File: config.mk
export PLATFORM = sky130hd
export DESIGN_NAME = fpmul_arbiter
export DESIGN_NICKNAME = d
export VERILOG_FILES = /design/src/rtl/fpmul_arbiter.sv
export SDC_FILE = /design/constraint.sdc
export NUM_CORES = 1
export LEC_CHECK = 0
export CAP_MARGIN = 0
export CORE_AREA = 3 3 172 174
export DETAILED_ROUTE_END_ITERATION = 8
export DIE_AREA = 0 0 175 177
export PLACE_DENSITY_LB_ADDON = 0.05
export SYNTH_ARGS = -nofsm -noshare
export SYNTH_HDL_FRONTEND = slang
export SYNTH_SLANG_ARGS = --single-unit
File: constraint.sdc
create_clock -name clk -period 2.98 [get_ports clk]
set_input_delay 0.298 -clock clk [delete_from_list [all_inputs] [get_ports clk]]
set_output_delay 0.298 -clock clk [all_outputs]
set_load 0.03 [all_outputs]
File: src/rtl/fpmul_arbiter.sv
// Round-robin arbiter sharing one multi-cycle fpmul (start/ready) among NREQ requesters.
// One operation in flight; operands held on mul_a/mul_b until the next acceptance.
module fpmul_arbiter #(
   parameter int N_BIT   = 32,
   parameter int NREQ    = 4,
   parameter int IDX_BIT = $clog2(NREQ),
   parameter int CNT_BIT = 32
) (
   input  logic                    clk,
   input  logic                    rst_n,
   input  logic [NREQ-1:0]         req_valid,
   output logic [NREQ-1:0]         req_ready,
   input  logic [NREQ*N_BIT-1:0]   req_a,
   input  logic [NREQ*N_BIT-1:0]   req_b,
   output logic [NREQ-1:0]         resp_valid,
   input  logic [NREQ-1:0]         resp_ready,
   output logic [N_BIT-1:0]        resp_data,
   output logic [N_BIT-1:0]        mul_a,
   output logic [N_BIT-1:0]        mul_b,
   output logic                    mul_start,
   input  logic                    mul_ready,
   input  logic [N_BIT-1:0]        mul_out,
   output logic                    busy,
   output logic [IDX_BIT-1:0]      grant_idx,
   output logic [CNT_BIT-1:0]      op_count
);

   localparam logic [1:0] S_IDLE  = 2'd0;
   localparam logic [1:0] S_ISSUE = 2'd1;
   localparam logic [1:0] S_WAIT  = 2'd2;
   localparam logic [1:0] S_RESP  = 2'd3;

   logic [1:0]         state;
   logic [IDX_BIT-1:0] rr_ptr;
   logic [N_BIT-1:0]   op_a;
   logic [N_BIT-1:0]   op_b;
   logic               found;
   logic [IDX_BIT-1:0] winner;
   logic [IDX_BIT:0]   scan;

   // Scan rr_ptr, rr_ptr+1, ... mod NREQ; the first valid requester wins.
   // NOTE: every always_comb output gets a default first so no latch is inferred.
   always_comb begin
      found  = 1'b0;
      winner = '0;
      scan   = '0;
      for (int k = 0; k < NREQ; k++) begin
         scan = {1'b0, rr_ptr} + (IDX_BIT+1)'(k);
         if (scan >= (IDX_BIT+1)'(NREQ))
            scan = scan - (IDX_BIT+1)'(NREQ);
         if (!found && req_valid[scan[IDX_BIT-1:0]]) begin
            found  = 1'b1;
            winner = scan[IDX_BIT-1:0];
         end
      end
   end

   assign req_ready  = (state == S_IDLE && found) ? (NREQ'(1) << winner) : '0;
   assign resp_valid = (state == S_RESP) ? (NREQ'(1) << grant_idx) : '0;
   assign mul_start  = (state == S_ISSUE);
   assign busy       = (state != S_IDLE);
   assign mul_a      = op_a;
   assign mul_b      = op_b;

   // NOTE: state uses non-blocking assignments; the operand and result registers are
   // plain flops (not a memory), so they take the asynchronous reset like everything else.
   always_ff @(posedge clk or negedge rst_n) begin
      if (!rst_n) begin
         state     <= S_IDLE;
         rr_ptr    <= '0;
         grant_idx <= '0;
         op_a      <= '0;
         op_b      <= '0;
         resp_data <= '0;
         op_count  <= '0;
      end else begin
         case (state)
            S_IDLE: begin
               if (found) begin
                  op_a      <= req_a[winner*N_BIT +: N_BIT];
                  op_b      <= req_b[winner*N_BIT +: N_BIT];
                  grant_idx <= winner;
                  state     <= S_ISSUE;
               end
            end
            S_ISSUE: state <= S_WAIT;
            // mul_ready is only trusted here; stale highs in IDLE/ISSUE are ignored.
            S_WAIT: begin
               if (mul_ready) begin
                  resp_data <= mul_out;
                  state     <= S_RESP;
               end
            end
            S_RESP: begin
               if (resp_ready[grant_idx]) begin
                  op_count <= op_count + 1'b1;
                  rr_ptr   <= (grant_idx == IDX_BIT'(NREQ-1)) ? '0 : grant_idx + 1'b1;
                  state    <= S_IDLE;
               end
            end
            default: state <= S_IDLE;
         endcase
      end
   end

endmodule

### Word level (Yosys, flattened, before mapping)

Cells that the tools add are included.

| word-level totals | value |
|---|---|
| register bits after elaboration | 134 |
| bits in latches | 0 |
| RAM bits | 0 |
| ROM bits | 0 |
| bits of input ports | 299 |
| output and inout bits | 140 |
| logic and storage cells | 78 |
| memories | 0 |

| cells by class | value |
|---|---|
| $add $sub $neg | 9 |
| multipliers | 0 |
| divide/modulo/power cells | 0 |
| $lt $le $gt $ge | 9 |
| eq/ne operators | 7 |
| shift operators | 4 |
| muxes and demuxes | 29 |
| bitwise gates (word level) | 0 |
| reduce and logical (&&, ||, !) cells | 13 |

Operators by type and width:

| cell | number |
|---|---|
| variable part select 128 x 8 -> 32 bit | 2 |
| adder 32 x 1 -> 32 bit (second input constant) | 1 |
| two-way mux 2 bit | 12 |
| < comparator 2 x 3 -> 1 bit (second input constant) | 5 |
| binary-select mux 1 bit (select 2 bit) | 5 |
| greater-or-equal comparator 3 bit (second input constant) | 3 |
| two-way mux 1 bit | 9 |
| two-way mux 4 bit | 2 |
| case mux 2 bit (4 select lines) | 1 |
| << shifter 1 x 2 -> 4 bit (first input constant) | 2 |
| subtractor 2 x 1 -> 2 bit (second input constant) | 4 |
| adder 2 x 2 -> 3 bit (second input constant) | 2 |
| == test 2 bit (second input constant) | 3 |
| AND reduction 2 bit | 3 |
| logical AND 1 bit | 4 |
| inequality test 2 bit (second input constant) | 2 |
| adder 2 x 1 -> 3 bit (second input constant) | 1 |
| greater-or-equal comparator 2 x 3 -> 1 bit (second input constant) | 1 |
| logical NOT 1 bit | 3 |
| AND reduction 3 bit | 1 |
| adder 2 x 1 -> 2 bit (second input constant) | 1 |
| == test 2 x 1 -> 1 bit (second input constant) | 1 |
| logical NOT 2 bit | 1 |
| inequality test 2 x 1 -> 1 bit (second input constant) | 1 |
| nonzero test 2 bit | 1 |

### Depth between registers and ports, before layout

Gate-level depths: netlist of run 1.

| depth | value |
|---|---|
| depth in word-level cells | 16 |
| gate-level depth with buffers | 8 |
| gate-level depth less buffers | 6 |

### Worst setup path before layout of run 1

OpenSTA, ideal clock, no wires.

| path | value |
|---|---|
| path type | flip-flop to output port |
| start | register state[0] |
| end | output req_ready[2] |
| arrival | 1966 ps |
| required time | 2682 ps |
| path slack | 716 ps |
| cell stages (with the launch flop) | 9 |
| buffers on the path | 3 |
| path through | dfrtp_1 > inv_1 > ha_1 > nand2b_4 > or3_1 > clkbuf_2 > buf_2 > buf_2 > nor2_1 |

| on the way | value |
|---|---|
| longest elaborated chain between the ends | 3 |

Ends and longest elaborated chain:

| item | line | text |
|---|---|---|
| from (decl) | 33 | `logic [1:0] state;` |
| from (signal assigned) | 69 | `state <= S_IDLE;` |
| from (signal assigned) | 83 | `state <= S_ISSUE;` |
| from (signal assigned) | 86 | `S_ISSUE: state <= S_WAIT;` |
| logical NOT 2 bit | 58 | `assign req_ready = (state == S_IDLE && found) ? (NREQ'(1) << winner) : '0;` |
| logical AND 1 bit | 58 |  |
| two-way mux 4 bit | 58 |  |
| to (decl) | 12 | `output logic [NREQ-1:0] req_ready,` |

Every way passes these cells.

### Worst setup path in the final report of run 1

| path | value |
|---|---|
| start | register state[0] |
| end | output req_ready[1] |

Same word-level chain as after synthesis.

==> impl_metrics.ini, run 1 <==
[sta]
fin_hold_ws_ps = 466
fin_tns_setup_ps = 0
drv_slew = 0
fmax_mhz = 365
setup_viol = 0
hold_viol = 0
min_period_ps = 2740
rsz0062_at_grt = false
worstMarginPinSlew_ps = 855
maxSlewHeadroom = 0.430
finalCritPeriodShare = 0.919
finClkSkew_ps = 13.8

[final_layout]
layout_common_cells = clkdlybuf4s50_1, dfrtp_1, mux2i_1, nand2_1, o221ai_1
final_common_cell = clkdlybuf4s50_1
layout.nets = 1344
final_cells = 1428
final_area_sq_um = 12500
utilization = 0.449
fillerInstances = 2692
areaGrowthSynthToFinish_pct = 78.7
drive_above_1_share = 0.0906

[logic_synthesis]
synth_area_sq_um = 7020
avgSynthCellArea_sq_um = 11.6
synth_top_area_share = 0.478
synth_cell_types = 44
mappedNetlistNets = 913
ys_warn_count = 0
synth_edf_count = 0
async_flop_share = 1.00
ys_seq_area_frac = 0.478
synth_area_leaders = dfrtp_1, mux2i_1, o221ai_1
syn_inst = 605
ys_seq_elements = 134
yosys.area.top_type = dfrtp_1
ys.flop_type = dfrtp_1

[routing]
dr.pass1.iters = 4
via_per_inst = 4.59
dr_total_vias = 6548
ant_nets = 0
wl_per_cell_um = 20.5
finalWirelength_um = 29300
drc = 0
drt-initial-drc-count = 260

[place]
port_buffers = 438
dp.cells = 1394
gp_congestion = 0.776
dp_hpwl_um = 22400
placed_area_sq_um = 11900

[power_and_ir_drop]
power.leakage_nw = 5.50
p_per_area_nw_per_um2 = 928
peakVddDrop_mv = 0.594

[grt]
grt_pass1_vias = 6685
grt_use_met1 = 0.220
grt_max_degree = 70
grt_pass1_wl_um = 43000
grt.busiest_layer = met2
grt_overflow = 0
grt_use_met3 = 0.0624
antenna_found_initial = 1
use_met2 = 0.320
grt_use_total = 0.184

[worst_setup_path]
crit_family = buffers and inverters
arrival_ps = 2440
worstPathCellList = inv_1 -> ha_1 -> inv_1 -> nor2_2 -> o21ai_4 -> nor2_1 -> clkdlybuf4s50_1
worst_setup_path_start_kind = flip-flop
crit_slowest_cell = clkdlybuf4s50_1
reg2regPathDepth = 5
required_ps = 2680
worst-path-buf-inv = 3
crit_fanout = 4
max_stage_delay_ps = 680
cp-end-kind = output port
worst-setup-path-type = flip-flop to output port
crit_top_cell = inv_1
critical_path_depth = 7

[min_path]
holdCritPathClass = primary input to async pin

[clock_tree]
postCtsSetupRepairBufs = 0
path_clk_slew_ps = 70
cts_tree = built
cts_max_level = 4
cts_made_buffers = 17
cts_root_buffer = clkbuf_16
clock_path_buffers = 2
clock_sinks = 134
clk_latency_ps = 420

[floorplanning]
start_util = 0.251
die-height_um = 177
num_rows = 61
die_w_um = 175
core_sq_um = 27900
dieArea_sq_um = 31000
io_pins = 439

[status]
status = finished clean

[job]
maxCapViolCount = 0
cell families after synthesis:
family                     after synthesis  share of synthesized area
AOI/OAI and AO/OA                       75                     0.0909
xor gates and xnor gates                31                     0.0387
adders and majority gates                9                     0.0160
buffers and inverters                   47                     0.0317
DFF                                    134                      0.478
muxes                                  164                      0.242
and+or+nand+nor                        145                      0.103
registers in the layout, summed over array words and instances (netlist names):
| name | count |
|---|---|
| grant_idx | 2 |
| mul_a | 32 |
| mul_b | 32 |
| op_count | 32 |
| resp_data | 32 |
| rr_ptr | 2 |
| state | 2 |
through the flow:
stage,power (mW),worst slack [ps]
floorplan,6.59,716
global route,12.3,72.6
CTS,11.9,14.5
finish,11.6,242
global placement,9.42,238
detailed placement,9.43,248
report_power, final:
part           leakage, nW  switching [mW]  internal (mW)
clock                0.308           0.923           1.43
combinational         3.51            3.49           2.78
sequential            1.68           0.459           2.56
total                 5.50            4.87           6.76
worst register-to-register path, stage by stage (launching register included):
cell,delay [ps]
dfrtp_1,530
mux4_2,490
and4_1,450
nor2b_4,270
nand4_1,120
xnor2_1,140
Yosys cell counts, types with 3 or more instances:
cell	instances
dfrtp_1	134
mux2i_1	129
nand2_1	85
o221ai_1	64
mux2_2	34
xnor2_1	26
buf_2	18
nand3_1	14
nor2_1	11
buf_1	9
clkbuf_1	9
ha_1	9
nand4_1	8
inv_1	6
and2_1	5
xor2_1	5
and4_1	3
o21ai_0	3
final cells by class:
cell class,count,area [sq um],area share
Timing Repair Buffer,453,4580,0.365
Multi-Input combinational cell,424,3470,0.276
Sequential cell,134,3350,0.267
Tap cell,378,473,0.0377
Clock buffer,18,429,0.0342
Clock inverter,14,213,0.0170
Inverter,6,22.5,0.00180
Antenna cell,1,2.50,0.000200
worst paths after layout:
kind	to	slack [ps]	from
min in group clk	op_count[31]	470	op_count[31]
min	op_count[15]	470	rst_n
max	req_ready[1]	240	state[0]
max in group asynchronous	rr_ptr[1]	1760	rst_n
max reg2reg	op_count[19]	860	grant_idx[0]
min reg2reg	op_count[31]	470	op_count[31]
metal layers:
layer  vias to the layer above  share of wire
met5                         -        0.00034
met4                         2          0.016
met2                       268           0.51
met1                      3149           0.39
li1                       3099              -
met3                        30          0.084
timing repair:
action | 4_1_cts | 5_1_grt
gates resized for setup | 0 | 4
endpoints found under the hold margin | 67 | 0
setup endpoints to repair | 0 | 4
hold buffers | 1 | 0
Note: power is estimated with default switching activity, not from simulation.
==> run 2, diff against run 1 <==
--- a/config.mk
+++ b/config.mk
@@ -5,11 +5,13 @@
 export SDC_FILE = /design/constraint.sdc
 export NUM_CORES = 1
 export LEC_CHECK = 0
-export CAP_MARGIN = 0
+export CAP_MARGIN = 40
 export CORE_AREA = 3 3 172 174
 export DETAILED_ROUTE_END_ITERATION = 8
 export DIE_AREA = 0 0 175 177
+export HOLD_SLACK_MARGIN = 0.1
 export PLACE_DENSITY_LB_ADDON = 0.05
+export SETUP_SLACK_MARGIN = 0.3
 export SYNTH_ARGS = -nofsm -noshare
 export SYNTH_HDL_FRONTEND = slang
 export SYNTH_SLANG_ARGS = --single-unit
==> run 2 against run 1 <==
  * Maximum frequency is 5.0% higher
  * Largest power group unchanged
  * Sequential power hardly changed
  * Clock skew hardly changed
  * Core utilization hardly changed
  * Clock-buffer cell count stayed put
  * Largest cell class unchanged
  * Design area is 0.11% lower
  * Sequential share of layout area hardly changed
  * Critical endpoint is now req_ready[3]
  * Highest routed layer unchanged
==> impl_metrics.ini, run 2 (synthesized netlist as in run 1, its figures left out) <==
[power_and_ir_drop]
p_per_area_nw_per_um2 = 928
power.leakage_nw = 5.45
peakVddDrop_mv = 0.651

[sta]
finalCritPeriodShare = 0.875
fin_tns_setup_ps = 0
maxSlewHeadroom = 0.526
fin_hold_ws_ps = 465
hold_viol = 0
worstMarginPinSlew_ps = 711
rsz0062_at_grt = true
fmax_mhz = 384
setup_viol = 0
min_period_ps = 2610
drv_slew = 0
finClkSkew_ps = 14.2
setup_slack_ps = 373

[grt]
antenna_found_initial = 1
grt_use_total = 0.182
grt_pass1_wl_um = 42600
grt_max_degree = 70
grt_overflow = 0
grt_pass1_vias = 6695

[worst_setup_path]
crit_fanout = 4
crit_family = simple AND/OR/NAND/NOR gates
crit_slowest_cell = or3_2
worst_setup_path_start_kind = flip-flop
worst-setup-path-type = flip-flop to output port
cp-end-kind = output port
arrival_ps = 2310
worst-path-buf-inv = 2
max_stage_delay_ps = 510
required_ps = 2680
worstPathCellList = inv_1 -> ha_1 -> nand2b_4 -> or3_2 -> nor2_1 -> clkdlybuf4s15_1

[clock_tree]
cts_max_level = 4
cts_tree = built
postCtsSetupRepairBufs = 0
path_clk_slew_ps = 70
cts_root_buffer = clkbuf_16
clk_latency_ps = 420
clock_path_buffers = 2
clock_sinks = 134
cts_made_buffers = 17

[status]
status = finished clean

[place]
dp_hpwl_um = 22300
port_buffers = 438
pre_cts_slack_ps = 233
gp_congestion = 0.776
dp.cells = 1395

[final_layout]
layout_common_cells = clkdlybuf4s50_1, dfrtp_1, mux2i_1, nand2_1, o221ai_1
n_antenna_cell = 0
final_cells = 1428
areaGrowthSynthToFinish_pct = 78.5
layout.nets = 1345
drive_above_1_share = 0.0914
final_common_cell = clkdlybuf4s50_1

[job]
maxCapViolCount = 0

[routing]
dr.pass1.iters = 7
dr_total_vias = 6514
drc = 0
finalWirelength_um = 29400
via_per_inst = 4.56
ant_nets = 0
dr_wl_met2_um = 15000
wl_met3_um = 2490
routedLengthMet1_um = 11400
drt-initial-drc-count = 288
wl_per_cell_um = 20.6
highest_layer = met5

[min_path]
holdCritPathClass = primary input to async pin

[floorplanning]
io_pins = 439
num_rows = 61
die-height_um = 177
core_sq_um = 27900
dieArea_sq_um = 31000
die_w_um = 175
start_util = 0.251
## run 2: path summary, 6_finish.rpt
kind | cells past startpoint | slack (ps) | to | from
setup / recovery | 6 | 370 | req_ready[3] | state[1]
hold / removal | 2 | 470 | op_count[14] | rst_n
setup reg to reg | 5 | 870 | op_count[19] | grant_idx[0]
hold reg to reg | 1 | 470 | op_count[31] | op_count[31]
max in group asynchronous | 3 | 1770 | mul_a[20] | rst_n
min in group clk | 1 | 470 | op_count[31] | op_count[31]
## run 2: routing by layer
metal | vias up | track usage
met2 | 285 | 0.318
met3 | 24 | 0.0635
li1 | 3102 | -
met5 | - | 0
met1 | 3101 | 0.213
met4 | 2 | 0.0515
## run 2: area by class of cell
type	instances	area [sq um]
fill	2701	15400
sequential	134	3350
inverter	6	22.5
tap	378	473
clock inverter	14	190
multi-input combinational	424	3460
timing repair buffer	454	4600
clock buffer	18	429
## run 2: stage by stage
step | cell area [sq um] | total power [mW] | util
2_1_floorplan | 7020 | 6.59 | -
3_3_place_gp | 11900 | 9.42 | 0.425
3_5_place_dp | 11900 | 9.48 | 0.426
4_1_cts | 12500 | 11.8 | 0.449
5_1_grt | 12500 | 12.3 | 0.448
6_report | 12500 | 11.6 | 0.448
## run 2: power by group
part           internal [mW]  switching, mW
clock network           1.35          0.922
registers               2.56          0.464
logic                   2.81           3.52
## run 2: what timing repair did
item                                    in CTS  in global routing
endpoints found under the hold margin       67                  0
hold buffers                                 1                  0
resized for setup                            4                  4
endpoints found under the setup margin       4                  3
==> run 3, diff against run 2 <==
--- a/config.mk
+++ b/config.mk
@@ -10,7 +10,8 @@
 export DETAILED_ROUTE_END_ITERATION = 8
 export DIE_AREA = 0 0 175 177
 export HOLD_SLACK_MARGIN = 0.1
-export PLACE_DENSITY_LB_ADDON = 0.05
+export PLACE_DENSITY = 0.57
+export RECOVER_POWER = 50
 export SETUP_SLACK_MARGIN = 0.3
 export SYNTH_ARGS = -nofsm -noshare
 export SYNTH_HDL_FRONTEND = slang
==> run 3 against run 2 <==
  * Final cell count down 0.21%
  * Sequential power about the same
  * Power down 3.3%
  * Flip-flop and latch count unchanged
  * Setup slack better by 55 ps
  * Hold slack better by 14 ps
  * Critical path depth up 1
  * Via count up 0.60%
  * Clock-buffer cell count unchanged
  * Global-route usage down 0.80 points
  * Die area unchanged
  * Clock power down 5%
  * Largest power group unchanged
==> impl_metrics.ini, run 3 (synthesized netlist as in run 1, its figures left out) <==
[floorplanning]
die_w_um = 175
core_sq_um = 27900
die-height_um = 177
num_rows = 61
io_pins = 439
start_util = 0.251
dieArea_sq_um = 31000

[sta]
fmax_mhz = 392
drv_slew = 0
fin_tns_setup_ps = 0
finalCritPeriodShare = 0.856
hold_viol = 0
finClkSkew_ps = 12.4
setup_viol = 0
maxSlewHeadroom = 0.0812
worstMarginPinSlew_ps = 1380
min_period_ps = 2550
fin_hold_ws_ps = 480
rsz0062_at_grt = false

[min_path]
holdPathEnd = mul_b[2]
worst_hold_startpoint = mul_b[2]
holdCritPathClass = flip-flop to flip-flop
holdPathStages = 2

[worst_setup_path]
worst_setup_path_start_kind = flip-flop
required_ps = 2680
worst-setup-path-type = flip-flop to output port
crit_fanout = 4
r2r-start = state[0]
cp-end-kind = output port
rr_endpoint = mul_b[1]
arrival_ps = 2250
reg2reg_slack_ps = 820
reg2regPathDepth = 7

[clock_tree]
cts_made_buffers = 17
cts_root_buffer = clkbuf_16
cts_tree = built
cts_max_level = 4
postCtsSetupRepairBufs = 0
path_clk_slew_ps = 70
clock_path_buffers = 2
clk_latency_ps = 420
clock_sinks = 134

[routing]
dr_total_vias = 6553
drc = 0
wl_per_cell_um = 19.5
finalWirelength_um = 27800
dr.pass1.iters = 4
drt-initial-drc-count = 316
via_per_inst = 4.60
ant_nets = 0

[job]
maxCapViolCount = 0

[status]
status = finished clean

[grt]
grt_max_degree = 67
grt_pass1_wl_um = 41600
grt_use_total = 0.174
grt_pass1_vias = 6848
antenna_found_initial = 0
grt_overflow = 0

[final_layout]
areaGrowthSynthToFinish_pct = 77.1
layout.nets = 1342
drive_above_1_share = 0.0907
layout_common_cells = clkdlybuf4s50_1, dfrtp_1, mux2i_1, nand2_1, o221ai_1
final_common_cell = clkdlybuf4s50_1
n_antenna_cell = 0
final_area_sq_um = 12400

[place]
gp_congestion = 0.773
port_buffers = 438
dp_hpwl_um = 21200
placed_area_sq_um = 11900

[power_and_ir_drop]
power.leakage_nw = 5.46
peakVddDrop_mv = 0.648
p_per_area_nw_per_um2 = 904
## run 3: cell types whose count changed in the layout (fill, tap and decap cells not counted), sizes merged, moves of 3 or more
cell,delta
buf,-6
bufinv,-3
clkbuf,+4
clkdlybuf4s50,-41
clkinv,+5
clkinvlp,-3
dlygate4sd3,+41
## run 3: layout make-up
class | count | area, sq um
clock buffer | 18 | 439
clock inverter | 14 | 158
fill | 2681 | 15500
inverter | 6 | 22.5
multi-input combinational | 424 | 3460
sequential | 134 | 3350
tap | 378 | 473
timing repair buffer | 451 | 4520
## run 3: metal layers
layer | part of all wire | vias to the layer above | track usage | routed length, um
li1 | - | 3110 | - | -
met1 | 0.41 | 3159 | 0.213 | 11400
met2 | 0.51 | 264 | 0.305 | 14100
met3 | 0.071 | 20 | 0.0519 | 1960
met4 | 0.013 | 0 | 0.0399 | 353
met5 | 0 | - | 0 | 0
## run 3: worst max path at each step
| stage | from | end | slack [ps] | cells after the start |
|---|---|---|---|---|
| 3_3_place_gp | req_valid[1] | req_ready[2] | 260 | 6 |
| 4_1_cts | state[1] | req_ready[3] | 310 | 6 |
| 6_report | state[1] | req_ready[0] | 430 | 7 |
| 3_5_place_dp | req_valid[1] | req_ready[3] | 230 | 6 |
| 5_1_grt | state[1] | req_ready[0] | 320 | 7 |
| 2_1_floorplan | state[0] | req_ready[2] | 720 | 8 |
## run 3: repair_timing
action | in CTS | in global routing
pin swaps | 0 | 0
endpoints found under the setup margin | 4 | 2
endpoints found under the hold margin | 50 | 0
gates resized for setup | 4 | 4
hold buffers | 1 | 0
## run 3: per-stage QoR
step                      setup slack (ps)   util  power [mW]  instances
after floorplan                        716      -        6.59        605
final                                  428  0.445        11.2       1425
after global routing                   315  0.445        11.9       1425
after global placement                 256  0.424        9.27       1392
after detailed placement               231  0.424        9.32       1392
after CTS                              315  0.446        11.5       1425
## run 3: report_power, final
part | switching, mW | total, mW | leakage (nW) | internal, mW
clock network | 1.01 | 2.16 | 0.294 | 1.15
registers | 0.435 | 2.99 | 1.68 | 2.55
logic | 3.44 | 6.08 | 3.48 | 2.64
## run 3: critical path, stage by stage, from the launching register on
cell,delay [ps]
dfrtp_1,400
inv_1,110
ha_1,300
inv_1,120
nor2_1,230
o21ai_4,100
nor2_1,140
dlygate4sd2_1,420
